**src/rtl/pwm_pkg.sv**
```systemverilog
// Shared types and default sizing for the multi-channel PWM generator.
package pwm_pkg;

    localparam int PWM_WIDTH_DEF    = 4;
    localparam int PWM_CHANNELS_DEF = 4;
    localparam int PWM_PRESC_W_DEF  = 8;

    typedef enum logic {
        PWM_EDGE   = 1'b0,
        PWM_CENTER = 1'b1
    } pwm_mode_e;

    typedef enum logic {
        DIR_UP   = 1'b0,
        DIR_DOWN = 1'b1
    } pwm_dir_e;

    // Unsigned compare that decides one channel's level for a given count.
    function automatic logic pwm_level(input logic run, input int unsigned cnt,
                                       input int unsigned duty);
        return run && (cnt < duty);
    endfunction

endpackage

```
**src/rtl/pwm_prescaler.sv**
```systemverilog
// Clock divider: one tick every prescale+1 clk cycles while enabled.
module pwm_prescaler
    import pwm_pkg::*;
#(
    parameter int PRESC_W = PWM_PRESC_W_DEF
) (
    input  logic               clk,
    input  logic               rst,
    input  logic               en,
    input  logic [PRESC_W-1:0] prescale,
    output logic               tick
);

    logic [PRESC_W-1:0] psc;

    // Compare with >= so a live decrease of prescale cannot strand psc above it.
    assign tick = en && (psc >= prescale);

    // Divider counter, held at zero while disabled.
    always_ff @(posedge clk) begin
        if (rst) begin
            psc <= {PRESC_W{1'b0}};
        end else if (!en || tick) begin
            psc <= {PRESC_W{1'b0}};
        end else begin
            psc <= psc + {{(PRESC_W-1){1'b0}}, 1'b1};
        end
    end

endmodule

```
**src/rtl/pwm_multi.sv**
```systemverilog
// Multi-channel PWM with shared time base, edge/center modes and shadowed duty registers
// that only take effect at period boundaries.
module pwm_multi
    import pwm_pkg::*;
#(
    parameter int WIDTH    = PWM_WIDTH_DEF,
    parameter int CHANNELS = PWM_CHANNELS_DEF,
    parameter int PRESC_W  = PWM_PRESC_W_DEF
) (
    input  logic                clk,
    input  logic                rst,
    input  logic                en,
    input  logic                center,
    input  logic [PRESC_W-1:0]  prescale,
    input  logic [WIDTH-1:0]    period,
    input  logic [WIDTH-1:0]    duty_in,
    input  logic [CHANNELS-1:0] duty_we,
    output logic [CHANNELS-1:0] pwm,
    output logic                cycle_start
);

    localparam logic [WIDTH-1:0] CNT_ZERO = {WIDTH{1'b0}};
    localparam logic [WIDTH-1:0] CNT_ONE  = {{(WIDTH-1){1'b0}}, 1'b1};

    logic                           tick;
    logic [WIDTH-1:0]               cnt;
    logic [WIDTH-1:0]               cnt_next;
    logic [WIDTH-1:0]               period_act;
    pwm_mode_e                      mode_act;
    pwm_dir_e                       dir;
    pwm_dir_e                       dir_next;
    logic                           boundary;
    logic                           load_act;
    logic                           at_start;
    logic [CHANNELS-1:0][WIDTH-1:0] shadow;
    logic [CHANNELS-1:0][WIDTH-1:0] shadow_nxt;
    logic [CHANNELS-1:0][WIDTH-1:0] duty_act;
    logic [CHANNELS-1:0][WIDTH-1:0] duty_act_nxt;
    logic [CHANNELS-1:0]            pwm_nxt;

    pwm_prescaler #(
        .PRESC_W (PRESC_W)
    ) u_prescaler (
        .clk      (clk),
        .rst      (rst),
        .en       (en),
        .prescale (prescale),
        .tick     (tick)
    );

    // Next count/direction for the active mode; cnt never exceeds period_act.
    always_comb begin
        cnt_next = cnt;
        dir_next = dir;
        if (mode_act == PWM_EDGE) begin
            dir_next = DIR_UP;
            if (cnt >= period_act) begin
                cnt_next = CNT_ZERO;
            end else begin
                cnt_next = cnt + CNT_ONE;
            end
        end else begin
            if (dir == DIR_UP && cnt < period_act) begin
                cnt_next = cnt + CNT_ONE;
                dir_next = DIR_UP;
            end else begin
                // Turning point or descending slope; zero stays at zero.
                cnt_next = (cnt == CNT_ZERO) ? CNT_ZERO : cnt - CNT_ONE;
                dir_next = DIR_DOWN;
            end
        end
    end

    assign boundary = tick && (cnt_next == CNT_ZERO);
    assign load_act = !en || boundary;

    // Per-channel shadow, write-through into the active duty, and compare.
    for (genvar i = 0; i < CHANNELS; i++) begin : gen_ch
        assign shadow_nxt[i]   = duty_we[i] ? duty_in : shadow[i];
        assign duty_act_nxt[i] = load_act ? shadow_nxt[i] : duty_act[i];
        assign pwm_nxt[i]      = pwm_level(en, int'(cnt), int'(duty_act[i]));
    end

    // Shared time base and period-level active configuration.
    always_ff @(posedge clk) begin
        if (rst) begin
            cnt         <= CNT_ZERO;
            dir         <= DIR_UP;
            period_act  <= CNT_ZERO;
            mode_act    <= PWM_EDGE;
            at_start    <= 1'b1;
            cycle_start <= 1'b0;
        end else if (!en) begin
            cnt         <= CNT_ZERO;
            dir         <= DIR_UP;
            period_act  <= period;
            mode_act    <= pwm_mode_e'(center);
            at_start    <= 1'b1;
            cycle_start <= 1'b0;
        end else begin
            // at_start marks cnt==0 of a new period; the strobe follows with pwm.
            cycle_start <= at_start;
            at_start    <= boundary;
            if (tick) begin
                cnt <= cnt_next;
                dir <= boundary ? DIR_UP : dir_next;
            end else begin
                cnt <= cnt;
                dir <= dir;
            end
            if (boundary) begin
                period_act <= period;
                mode_act   <= pwm_mode_e'(center);
            end else begin
                period_act <= period_act;
                mode_act   <= mode_act;
            end
        end
    end

    // Duty storage and registered outputs.
    always_ff @(posedge clk) begin
        if (rst) begin
            shadow   <= '0;
            duty_act <= '0;
            pwm      <= {CHANNELS{1'b0}};
        end else begin
            shadow   <= shadow_nxt;
            duty_act <= duty_act_nxt;
            pwm      <= pwm_nxt;
        end
    end

endmodule

```
**config.mk**
```make
export PLATFORM = sky130hd
export DESIGN_NAME = pwm_multi
export DESIGN_NICKNAME = d
export VERILOG_FILES = /design/src/rtl/pwm_pkg.sv /design/src/rtl/pwm_prescaler.sv /design/src/rtl/pwm_multi.sv
export SDC_FILE = /design/constraint.sdc
export NUM_CORES = 1
export LEC_CHECK = 0
export CELL_PAD_IN_SITES_DETAIL_PLACEMENT = 1
export CELL_PAD_IN_SITES_GLOBAL_PLACEMENT = 2
export CORE_ASPECT_RATIO = 1.5
export CORE_UTILIZATION = 36
export DETAILED_ROUTE_END_ITERATION = 7
export GPL_TIMING_DRIVEN = 0
export PLACE_DENSITY_LB_ADDON = 0.05
export SETUP_SLACK_MARGIN = 0.02
export SLEW_MARGIN = 40
export SYNTH_ARGS = -nofsm -noshare
export SYNTH_HDL_FRONTEND = slang
export SYNTH_SLANG_ARGS = --single-unit
```
**constraint.sdc**
```tcl
create_clock -name clk -period 3.14 [get_ports clk]
set_clock_uncertainty 0.1 [all_clocks]
set_input_delay 0.471 -clock clk [delete_from_list [all_inputs] [get_ports clk]]
set_output_delay 0.471 -clock clk [all_outputs]
set_load 0.01 [all_outputs]
```
==> flow_metrics.tcl, run 1 <==
set metrics [dict create \
    die_area_um2 8800 \
    core_area_um2 8110 \
    hold-path-endpoint "cycle_start$_SDFF_PP0_" \
    synth_seq_cells 56 \
    num_vias 2200 \
    internal_power_mw 1.17 \
    first_iter_violations 58 \
    htreeDepth 2 \
    synth_area_leaders "dfxtp_1 (37%), ha_1 (12%), mux2_4 (8.4%)" \
    clock_latency_ns 0.29 \
    hp-class "reg -> reg" \
    initial_core_util_pct 37.4 \
    yosys_warnings 0 \
    drt_first_pass_iters 3 \
    clkTransAtPathRegs_ns 0.07 \
    finalHoldViolCount 0 \
    setup_violations 0 \
    drive_gt1_share_pct 11.1 \
    clock.fmax_ghz 0.345 \
    io_buffers 24 \
    grt_use_total_pct 16.6 \
    reg2regPathDepth 9 \
    worstPathArrival_ns 2.98 \
    ant_nets 0 \
    dp_cells 438 \
    finalNonFillerCells 446 \
    min_from "at_start$_SDFF_PP1_" \
    crit_start "cnt[0]$_SDFFE_PP0P_" \
    synth_area_um2 3030 \
    cts.sinks 56 \
    p_sw_share_pct 24.2 \
    fin_crit_ns 2.90 \
    timing.max_cap.violations 0 \
    crit_path_end_kind "flip-flop" \
    status "finished clean" \
    synth_top_area_share_pct 37.0 \
    rsz0062_at_grt "no" \
    pwr-share-clk_pct 37.5 \
    timing.hold.ws_ns 0.318 \
    final_area_um2 3560 \
    post-cts-setup-buffer-count 0 \
    dp_slack_ns 0.0388 \
    setup_tns_ns 0 \
    post-dp-hpwl_um 5270 \
    place_area_um2 3400 \
    dieWidth_um 76.9 \
    die_y_um 114 \
    rows 40 \
    gr-total-overflow 0 \
    reg2reg_slack_ns 0.24 \
    synth_edf_count 0 \
    yosys.cell_count.top_type "dfxtp_1" \
    p_sw_uw 374 \
    netlist_top_cells_count "dfxtp_1 (56), nor2_1 (43), inv_1 (30)" \
    synth_cell_types 46 \
    fin_util_pct 43.9 \
    antenna_found_initial 0 \
    worstReg2RegEnd "duty_act[12]$_SDFFE_PP0P_" \
    drc 0 \
    avgSynthCellArea_um2 9.81 \
    tightest_slew_ns 0.558 \
    grt_start_max_net_pins 18 \
    drt_wl_total_um 6610 \
    cts_tree "yes" \
    cts-root-buf "clkbuf_16" \
    ys_async_sr_fraction_pct 0 \
    fillers 952 \
    p_per_area_nw_per_um2 435 \
    pwr-share-seq_pct 48.8 \
    critPathLaunchType "flip-flop" \
    p_leak_nw 1.55 \
    cts-resized-gates 0 \
    dominantRegCellSynth "dfxtp_1" \
    r2r-start "cnt[0]$_SDFFE_PP0P_" \
    area_delta_synth_final_pct 17.3 \
    crit_type "reg -> reg" \
    power_mw 1.55 \
    via_per_inst 4.93 \
    setup_ws_ns 0.240 \
    yosysTopAreaCell "dfxtp_1" \
    ir_drop_uv 307 \
    cts_buffers 5 \
    required_ns 3.22 \
    grt_first_pass_wirelength_um 11100 \
    seq_area_frac_synth_pct 37.0 \
    period_share_pct 92.4 \
    wl_per_cell_um 14.8 \
    ctsHoldBuffers 0 \
    antenna_cells 0 \
    syn-num-nets 361 \
    num-nets-final 392 \
    relSlewSlack_pct 62.8 \
    cts_buffer_depth 2 \
    power_frac_comb_pct 13.7 \
    syn_inst 309 \
    final_max_slew_viol_count 0 \
    ioPinCount 29 \
    first_global_vias 2289 \
    critPathMaxFanout 10 \
    place_congestion 0.737 \
    hold_depth 2 \
]
[worst max-delay path, cell delays in order (launching register included)]
cell and delay, ns:
dfxtp_1 0.43, inv_2 0.16, ha_1 0.32, nand2b_4 0.15
a2111oi_4 0.43, o31ai_1 0.12, mux2_4 0.32, a31oi_4 0.27
buf_12 0.19, mux2_4 0.30
[logic make-up (layout without fill, tap and decap cells)]
logic type	count (synthesis)	count (layout)	share of synthesized area [%]
XOR/XNOR	8	8	2.31
AO/OA/AOI/OAI	41	41	11.5
multiplexers	42	42	16.7
AND/OR/NAND/NOR	89	89	14.2
adder cells (fa/ha/maj)	28	28	11.6
buffers and inverters	45	77	6.81
flip-flops	56	56	37.0
[cell type report]
type	count	area [um2]	area share [%]
flip-flops and latches	56	1120	31.5
clock buffers	6	139	3.91
clock inverters	2	13.8	0.387
inverters	31	116	3.27
repair buffers	24	240	6.76
multi-input cells	208	1700	47.9
plain buffers	14	90.1	2.53
well taps	105	131	3.69
[cells in the final DEF, fill, tap and decap left out, types with 5 or more instances in the layout]
cell,instances
mux2_4,17
nor2b_1,5
a21oi_1,5
nand2b_1,15
xor2_1,5
inv_1,30
clkbuf_1,9
nor2_1,43
ha_1,28
dfxtp_1,56
clkbuf_16,5
nand3_1,7
a211oi_1,7
mux2i_1,25
nand2_1,7
clkdlybuf4s50_1,24
o21ai_1,6
[power by group through the flow]
stage / registers, mW / clock network (mW) / logic [mW]
6_report: 0.755 / 0.580 / 0.212
5_1_grt: 0.758 / 0.631 / 0.234
4_1_cts: 0.755 / 0.601 / 0.217
3_5_place_dp: 0.772 / 0 / 0.216
3_3_place_gp: 0.771 / 0 / 0.211
2_1_floorplan: 0.771 / 0 / 0.143
[flip-flops by register name, summed over array words and instances (netlist names), 4 cells and up]
| register | flops |
|---|---|
| shadow | 16 |
| u_prescaler.psc | 8 |
| cnt | 4 |
| period_act | 4 |
| pwm | 4 |
| duty_act | 16 |
[metal layers]
layer | vias up | track usage (%) | routed length, um
li1 | 1106 | - | -
met1 | 1060 | 16.2 | 2620
met2 | 24 | 33.5 | 3690
met3 | 10 | 3.35 | 158
met4 | 0 | 6.03 | 140
met5 | - | 0 | 0
[worst max path at each step]
stage                                 to  slack (ns)  depth (start not counted)
5_1_grt        duty_act[12]$_SDFFE_PP0P_         0.1                          9
4_1_cts        duty_act[13]$_SDFFE_PP0P_        0.21                          9
3_5_place_dp    duty_act[2]$_SDFFE_PP0P_        0.04                         11
3_3_place_gp    duty_act[1]$_SDFFE_PP0P_        0.06                         11
6_report       duty_act[12]$_SDFFE_PP0P_        0.24                          9
2_1_floorplan   duty_act[0]$_SDFFE_PP0P_        0.51                          9
Power figures use the tool's default switching activity.
==> run 2: changes to the inputs <==
--- a/config.mk
+++ b/config.mk
@@ -8,6 +8,7 @@
 export CELL_PAD_IN_SITES_DETAIL_PLACEMENT = 1
 export CELL_PAD_IN_SITES_GLOBAL_PLACEMENT = 2
 export CORE_ASPECT_RATIO = 1.5
+export CORE_MARGIN = 3
 export CORE_UTILIZATION = 36
 export DETAILED_ROUTE_END_ITERATION = 7
 export GPL_TIMING_DRIVEN = 0
==> run 2 against run 1 <==
Against the previous run: routed wire length decreased by 0.35%; setup slack worse by 0.013 ns; critical path depth unchanged; cell area is 0.53% lower; clock power down 7.1%; maximum frequency down 0.46%; hold slack improved by 0.0011 ns; via count is 2.1% lower; critical endpoint is now duty_act[0]$_SDFFE_PP0P_; largest power group unchanged.
==> flow_metrics.tcl, run 2 (synthesis gave the netlist of run 1 again) <==
set metrics [dict create \
    status "finished clean" \
    worstReg2RegEnd "duty_act[0]$_SDFFE_PP0P_" \
    crit_path_top_delay_cell "dfxtp_1" \
    htreeDepth 2 \
    crit_cells 9 \
    fin_crit_ns 2.91 \
    clock.fmax_ghz 0.343 \
    antenna_found_initial 0 \
    p_per_area_nw_per_um2 425 \
    clkTransAtPathRegs_ns 0.07 \
    io_buffers 24 \
    crit_start "cnt[0]$_SDFFE_PP0P_" \
    required_ns 3.22 \
    worstPathArrival_ns 3.00 \
    setup_tns_ns 0 \
    num_vias 2153 \
    first_global_vias 2316 \
    multi_input_area_um2 1700 \
    tightest_slew_ns 0.566 \
    num-nets-final 392 \
    crit_path_frequent_cell "mux2_4" \
    cp_top_family "compound AO/OA/AOI/OAI gates" \
    via_per_inst 4.84 \
    crit_path_end_kind "flip-flop" \
    cp-endpoint "duty_act[0]$_SDFFE_PP0P_" \
    cts.sinks 56 \
    rows 40 \
    drc 0 \
    drt_wl_total_um 6590 \
    cts_tree "yes" \
    timing.max_cap.violations 0 \
    wl_per_cell_um 14.8 \
    antenna_cells 0 \
    place_congestion 0.744 \
    die_area_um2 9580 \
    fillers 962 \
    cts_buffers 5 \
    ctsHoldBuffers 0 \
    path_buf_inv 2 \
    core_area_um2 8110 \
    area_delta_synth_final_pct 16.7 \
    setup_violations 0 \
    drive_gt1_share_pct 10.6 \
    initial_core_util_pct 37.4 \
    fin_util_pct 43.6 \
    drt_first_pass_iters 4 \
    reg2reg_slack_ns 0.23 \
    ioPinCount 29 \
    hp-class "reg -> reg" \
    grt_use_total_pct 15.1 \
    slowest_delay_ns 0.45 \
    grt_start_max_net_pins 16 \
    die_y_um 118 \
    regArea_um2 1120 \
    dieWidth_um 80.9 \
    cts-resized-gates 0 \
    ir_drop_uv 282 \
    period_share_pct 92.8 \
    relSlewSlack_pct 62.3 \
    ant_nets 0 \
    layout.cells.most_common "dfxtp_1" \
    path_cells "inv_2, ha_1, nand2b_4, a2111oi_4, o31ai_1, mux2_4, a31oi_4, buf_12, mux2_4" \
    first_iter_violations 55 \
    p_leak_nw 1.54 \
    rsz0062_at_grt "no" \
    crit_type "reg -> reg" \
    post-cts-setup-buffer-count 0 \
    critPathLaunchType "flip-flop" \
    r2r-start "cnt[0]$_SDFFE_PP0P_" \
    grt_first_pass_wirelength_um 11100 \
    clock_latency_ns 0.29 \
    reg2regPathDepth 9 \
    critPathMaxFanout 10 \
    final_cell_mix "dfxtp_1 (56), nor2_1 (43), inv_1 (30), ha_1 (28), mux2i_1 (25)" \
    post-dp-hpwl_um 5240 \
    finalHoldViolCount 0 \
    gr-total-overflow 0 \
    largest_registers "duty_act (16), shadow (16), u_prescaler.psc (8)" \
    final_max_slew_viol_count 0 \
    power_mw 1.50 \
    cts_buffer_depth 2 \
    cts-root-buf "clkbuf_16" \
]
## run 2: cell count changes in the layout (fill, tap and decap cells not counted)
| cell | before | now |
|---|---|---|
| clkbuf_8 | 1 | 0 |
| clkbuf_1 | 9 | 10 |
| inv_6 | 1 | 0 |
## run 2: stage by stage
step | cells | worst slack (ns) | hold WS [ns] | instance area [um2]
after detailed placement | 438 | 0.0598 | 0.315 | 3400
after global routing | 445 | 0.0691 | 0.359 | 3540
after floorplan | 309 | 0.512 | 0.294 | 3030
final | 445 | 0.227 | 0.319 | 3540
after CTS | 445 | 0.182 | 0.325 | 3540
after global placement | 438 | 0.0449 | 0.300 | 3400
## run 2: layout make-up
| class | instances | share of cell area (%) |
|---|---|---|
| plain buffers | 14 | 2.55 |
| clock buffers | 6 | 3.64 |
| clock inverters | 1 | 0.141 |
| inverters | 31 | 3.29 |
| multi-input cells | 208 | 48.2 |
| flip-flops and latches | 56 | 31.7 |
| well taps | 105 | 3.71 |
| repair buffers | 24 | 6.79 |
## run 2: worst register-to-register path: cells and delay by family, from the launching register on
family / cells / cell delay (ns)
buf+inv: 2 / 0.36
fa+ha+maj: 1 / 0.32
simple gates: 1 / 0.14
flops: 1 / 0.45
mux: 2 / 0.62
compound gates: 3 / 0.81
## run 2: layer usage
| metal | global-route usage, % | vias up | wire [um] |
|---|---|---|---|
| li1 | - | 1107 | - |
| met3 | 2.74 | 6 | 160 |
| met2 | 29.2 | 20 | 3760 |
| met4 | 4.44 | 0 | 95 |
| met5 | 0 | - | 0 |
| met1 | 15.8 | 1020 | 2570 |
## run 2: worst min path at each step
| stage | start | to | slack, ns | cells after the start |
|---|---|---|---|---|
| after floorplan | at_start$_SDFF_PP1_ | cycle_start$_SDFF_PP0_ | 0.29 | 2 |
| after global placement | at_start$_SDFF_PP1_ | cycle_start$_SDFF_PP0_ | 0.30 | 2 |
| after detailed placement | at_start$_SDFF_PP1_ | cycle_start$_SDFF_PP0_ | 0.31 | 2 |
| after CTS | at_start$_SDFF_PP1_ | cycle_start$_SDFF_PP0_ | 0.33 | 2 |
| after global routing | at_start$_SDFF_PP1_ | cycle_start$_SDFF_PP0_ | 0.36 | 2 |
| final | at_start$_SDFF_PP1_ | cycle_start$_SDFF_PP0_ | 0.32 | 2 |
## run 2: power by group
group	internal (mW)	total (mW)	switching (mW)
clock	0.291	0.539	0.248
sequential	0.744	0.756	0.0118
combinational	0.109	0.210	0.101
==> run 3: changes to the inputs <==
--- a/config.mk
+++ b/config.mk
@@ -9,12 +9,14 @@
 export CELL_PAD_IN_SITES_GLOBAL_PLACEMENT = 2
 export CORE_ASPECT_RATIO = 1.5
 export CORE_MARGIN = 3
-export CORE_UTILIZATION = 36
+export CORE_UTILIZATION = 35
 export DETAILED_ROUTE_END_ITERATION = 7
 export GPL_TIMING_DRIVEN = 0
+export HOLD_SLACK_MARGIN = 0.1
 export PLACE_DENSITY_LB_ADDON = 0.05
 export SETUP_SLACK_MARGIN = 0.02
 export SLEW_MARGIN = 40
 export SYNTH_ARGS = -nofsm -noshare
 export SYNTH_HDL_FRONTEND = slang
+export SYNTH_HIERARCHICAL = 1
 export SYNTH_SLANG_ARGS = --single-unit
==> run 3 against run 2 <==
Against the previous run: first-iteration DRC count shrank 35%; sequential power grew 3.6%; sequential share of layout area rose by 1.6 points; power grew 10%; critical path depth did not move; core utilization rose by 0.42 points; register-to-register slack got worse by 0.02 ns; synthesized cell count decreased by 5.5%; non-clock buffer count up 4; largest power group unchanged.
==> flow_metrics.tcl, run 3 <==
set metrics [dict create \
    status "finished clean" \
    netlist_top_cells_count "dfxtp_1 (56), nor2_1 (36), inv_1 (33)" \
    grt_first_pass_wirelength_um 10800 \
    synthXorXnorAreaFrac_pct 2.21 \
    wl_per_cell_um 15.6 \
    synth_compound_area_share_pct 17.1 \
    synth_area_leaders "dfxtp_1 (40%), ha_1 (13%), mux2i_1 (7.9%)" \
    drt_wl_total_um 6760 \
    cts_buffers 5 \
    htreeDepth 2 \
    initial_core_util_pct 36.3 \
    ant_nets 0 \
    critPathLaunchType "flip-flop" \
    yosys.area_share.adder_pct 12.6 \
    via_per_inst 5.03 \
    path_cells "ha_1, a21oi_2, and2b_2, a21oi_2, or4_4, a32oi_4, buf_6, mux2i_1, nor2_1" \
    cp_top_family "simple AND/OR/NAND/NOR gates" \
    crit_path_end_kind "flip-flop" \
    largest_registers "duty_act (16), shadow (16), u_prescaler/psc (8)" \
    synthSimpleGateAreaFrac_pct 13.0 \
    internal_power_mw 1.26 \
    critPathMaxFanout 10 \
    crit_path_frequent_cell "a21oi_2" \
    rows 39 \
    clock_latency_ns 0.29 \
    die_area_um2 9060 \
    synthMuxAreaShare_pct 7.93 \
    area_delta_synth_final_pct 21.5 \
    worstPathArrival_ns 3.00 \
    p_sw_share_pct 24.1 \
    gr-total-overflow 0 \
    num_vias 2174 \
    slowest_delay_ns 0.51 \
    power_mw 1.66 \
    yosysTopAreaCell "dfxtp_1" \
    yosys_warnings 6 \
    ioPinCount 29 \
    reg2regPathDepth 9 \
    drc 0 \
    rsz0062_at_grt "no" \
    synth_cell_types 46 \
    clkTransAtPathRegs_ns 0.07 \
    core_area_um2 7660 \
    crit_type "reg -> reg" \
    antenna_cells 0 \
    worstReg2RegEnd "period_act[2]$_SDFFE_PP0P_" \
    first_iter_violations 36 \
    dieWidth_um 78.7 \
    dp_slack_ns -0.401 \
    power_frac_comb_pct 15.0 \
    required_ns 3.21 \
    hold-path-endpoint "cycle_start$_SDFF_PP0_" \
    cts.sinks 56 \
    reg2reg_slack_ns 0.20 \
    grt_start_max_net_pins 17 \
    grt_use_total_pct 15.8 \
    path_buf_inv 1 \
    fin_crit_ns 2.94 \
    ctsHoldBuffers 0 \
    layout.cells.most_common "dfxtp_1" \
    dominantRegCellSynth "dfxtp_1" \
    syn-num-nets 344 \
    syn_inst 292 \
    die_y_um 115 \
    setup_ws_ns 0.204 \
    first_global_vias 2209 \
    synth_area_um2 2780 \
    final_cell_mix "dfxtp_1 (54), nor2_1 (36), inv_1 (32), ha_1 (28), clkdlybuf4s50_1 (24)" \
    pwr-share-seq_pct 47.1 \
    ir_drop_uv 335 \
    cts_tree "yes" \
    hp-class "reg -> reg" \
    drt_first_pass_iters 4 \
    timing.max_cap.violations 0 \
    synth_top_area_share_pct 40.4 \
    crit_path_top_delay_cell "dfxtp_1" \
    num-nets-final 381 \
    tightest_slew_ns 0.594 \
    final_max_slew_viol_count 0 \
    synth_top_family_by_area "compound AO/OA/AOI/OAI gates" \
    finalHoldViolCount 0 \
    clock.fmax_ghz 0.341 \
    post-dp-hpwl_um 5170 \
    yosys.cell_count.top_type "dfxtp_1" \
    hold_depth 2 \
    io_buffers 24 \
    cts-root-buf "clkbuf_16" \
    p_per_area_nw_per_um2 492 \
    drive_gt1_share_pct 9.70 \
    p_sw_uw 400 \
    seq_area_frac_synth_pct 40.4 \
    min_from "at_start$_SDFF_PP1_" \
    avgSynthCellArea_um2 9.51 \
    period_share_pct 93.5 \
    cts_buffer_depth 2 \
    synth_seq_cells 56 \
    setup_violations 0 \
    relSlewSlack_pct 60.3 \
    pwr-share-clk_pct 37.9 \
    synth_edf_count 0 \
    place_congestion 0.720 \
    p_leak_nw 1.46 \
    ys_async_sr_fraction_pct 0 \
    antenna_found_initial 0 \
    r2r-start "cnt[3]$_SDFFE_PP0P_" \
]
run 3: cell count changes after synthesis, sizes merged, moves of 4 or more:
cell	previous run	this run
nand2	7	11
nand2b	16	5
nor2	43	37
o22a	0	16
mux2	17	0
run 3: worst max path at each step:
| stage | startpoint | to | slack [ns] | cells after the start |
|---|---|---|---|---|
| 5_1_grt | cnt[3]$_SDFFE_PP0P_ | period_act[2]$_SDFFE_PP0P_ | 0.05 | 9 |
| 3_3_place_gp | prescale[7] | period_act[1]$_SDFFE_PP0P_ | -0.37 | 12 |
| 2_1_floorplan | cnt[1]$_SDFFE_PP0P_ | period_act[0]$_SDFFE_PP0P_ | 0.53 | 9 |
| 3_5_place_dp | prescale[7] | period_act[2]$_SDFFE_PP0P_ | -0.40 | 12 |
| 4_1_cts | prescale[7] | period_act[2]$_SDFFE_PP0P_ | 0.09 | 12 |
| 6_report | cnt[3]$_SDFFE_PP0P_ | period_act[2]$_SDFFE_PP0P_ | 0.20 | 9 |
run 3: final cells by class:
cell class	instances	area [um2]
fillers	901	4290
multi-input cells	191	1480
flip-flops and latches	56	1120
repair buffers	30	285
clock buffers	6	129
inverters	33	128
well taps	102	128
plain buffers	12	63.8
clock inverters	2	35.0
run 3: logic make-up after synthesis:
family	Yosys count
mux	22
simple gates	74
fa+ha+maj	28
flops	56
xor+xnor	7
compound gates	60
buf+inv	45
run 3: worst register-to-register path, stage by stage (launching register included):
cell     delay [ns]
dfxtp_1        0.51
ha_1           0.35
a21oi_2        0.23
and2b_2        0.21
a21oi_2        0.07
or4_4          0.51
a32oi_4        0.34
buf_6          0.22
mux2i_1        0.21
nor2_1         0.05
run 3: metal layers:
layer	track usage, %	vias up	share of wire [%]
met3	2.43	7	2.2
met2	31.6	21	58
met5	0	-	0
met1	16.1	1062	38
li1	-	1084	-
met4	5.95	0	1.5
run 3: through the flow:
step | cells | instance area [um2] | hold WS, ns | util (%) | TNS (ns)
2_1_floorplan | 292 | 2780 | 0.294 | - | 0
3_3_place_gp | 418 | 3150 | 0.296 | 41.1 | -6.09
3_5_place_dp | 418 | 3150 | 0.305 | 41.1 | -6.56
4_1_cts | 426 | 3310 | 0.315 | 43.2 | 0
5_1_grt | 432 | 3370 | 0.342 | 44.0 | 0
6_report | 432 | 3370 | 0.311 | 44.0 | 0
run 3: what timing repair did:
| action | 4_1_cts | 5_1_grt |
|---|---|---|
| resized for setup | 2 | 4 |
| setup endpoints to repair | 13 | 13 |
| pin swaps | 0 | 1 |
| buffers inserted | 0 | 6 |
run 3: power groups by stage:
stage | clock, mW | sequential [mW] | combinational [mW]
3_5_place_dp | 0 | 0.800 | 0.250
4_1_cts | 0.654 | 0.783 | 0.251
3_3_place_gp | 0 | 0.799 | 0.245
5_1_grt | 0.685 | 0.789 | 0.284
6_report | 0.629 | 0.783 | 0.250
2_1_floorplan | 0 | 0.798 | 0.162
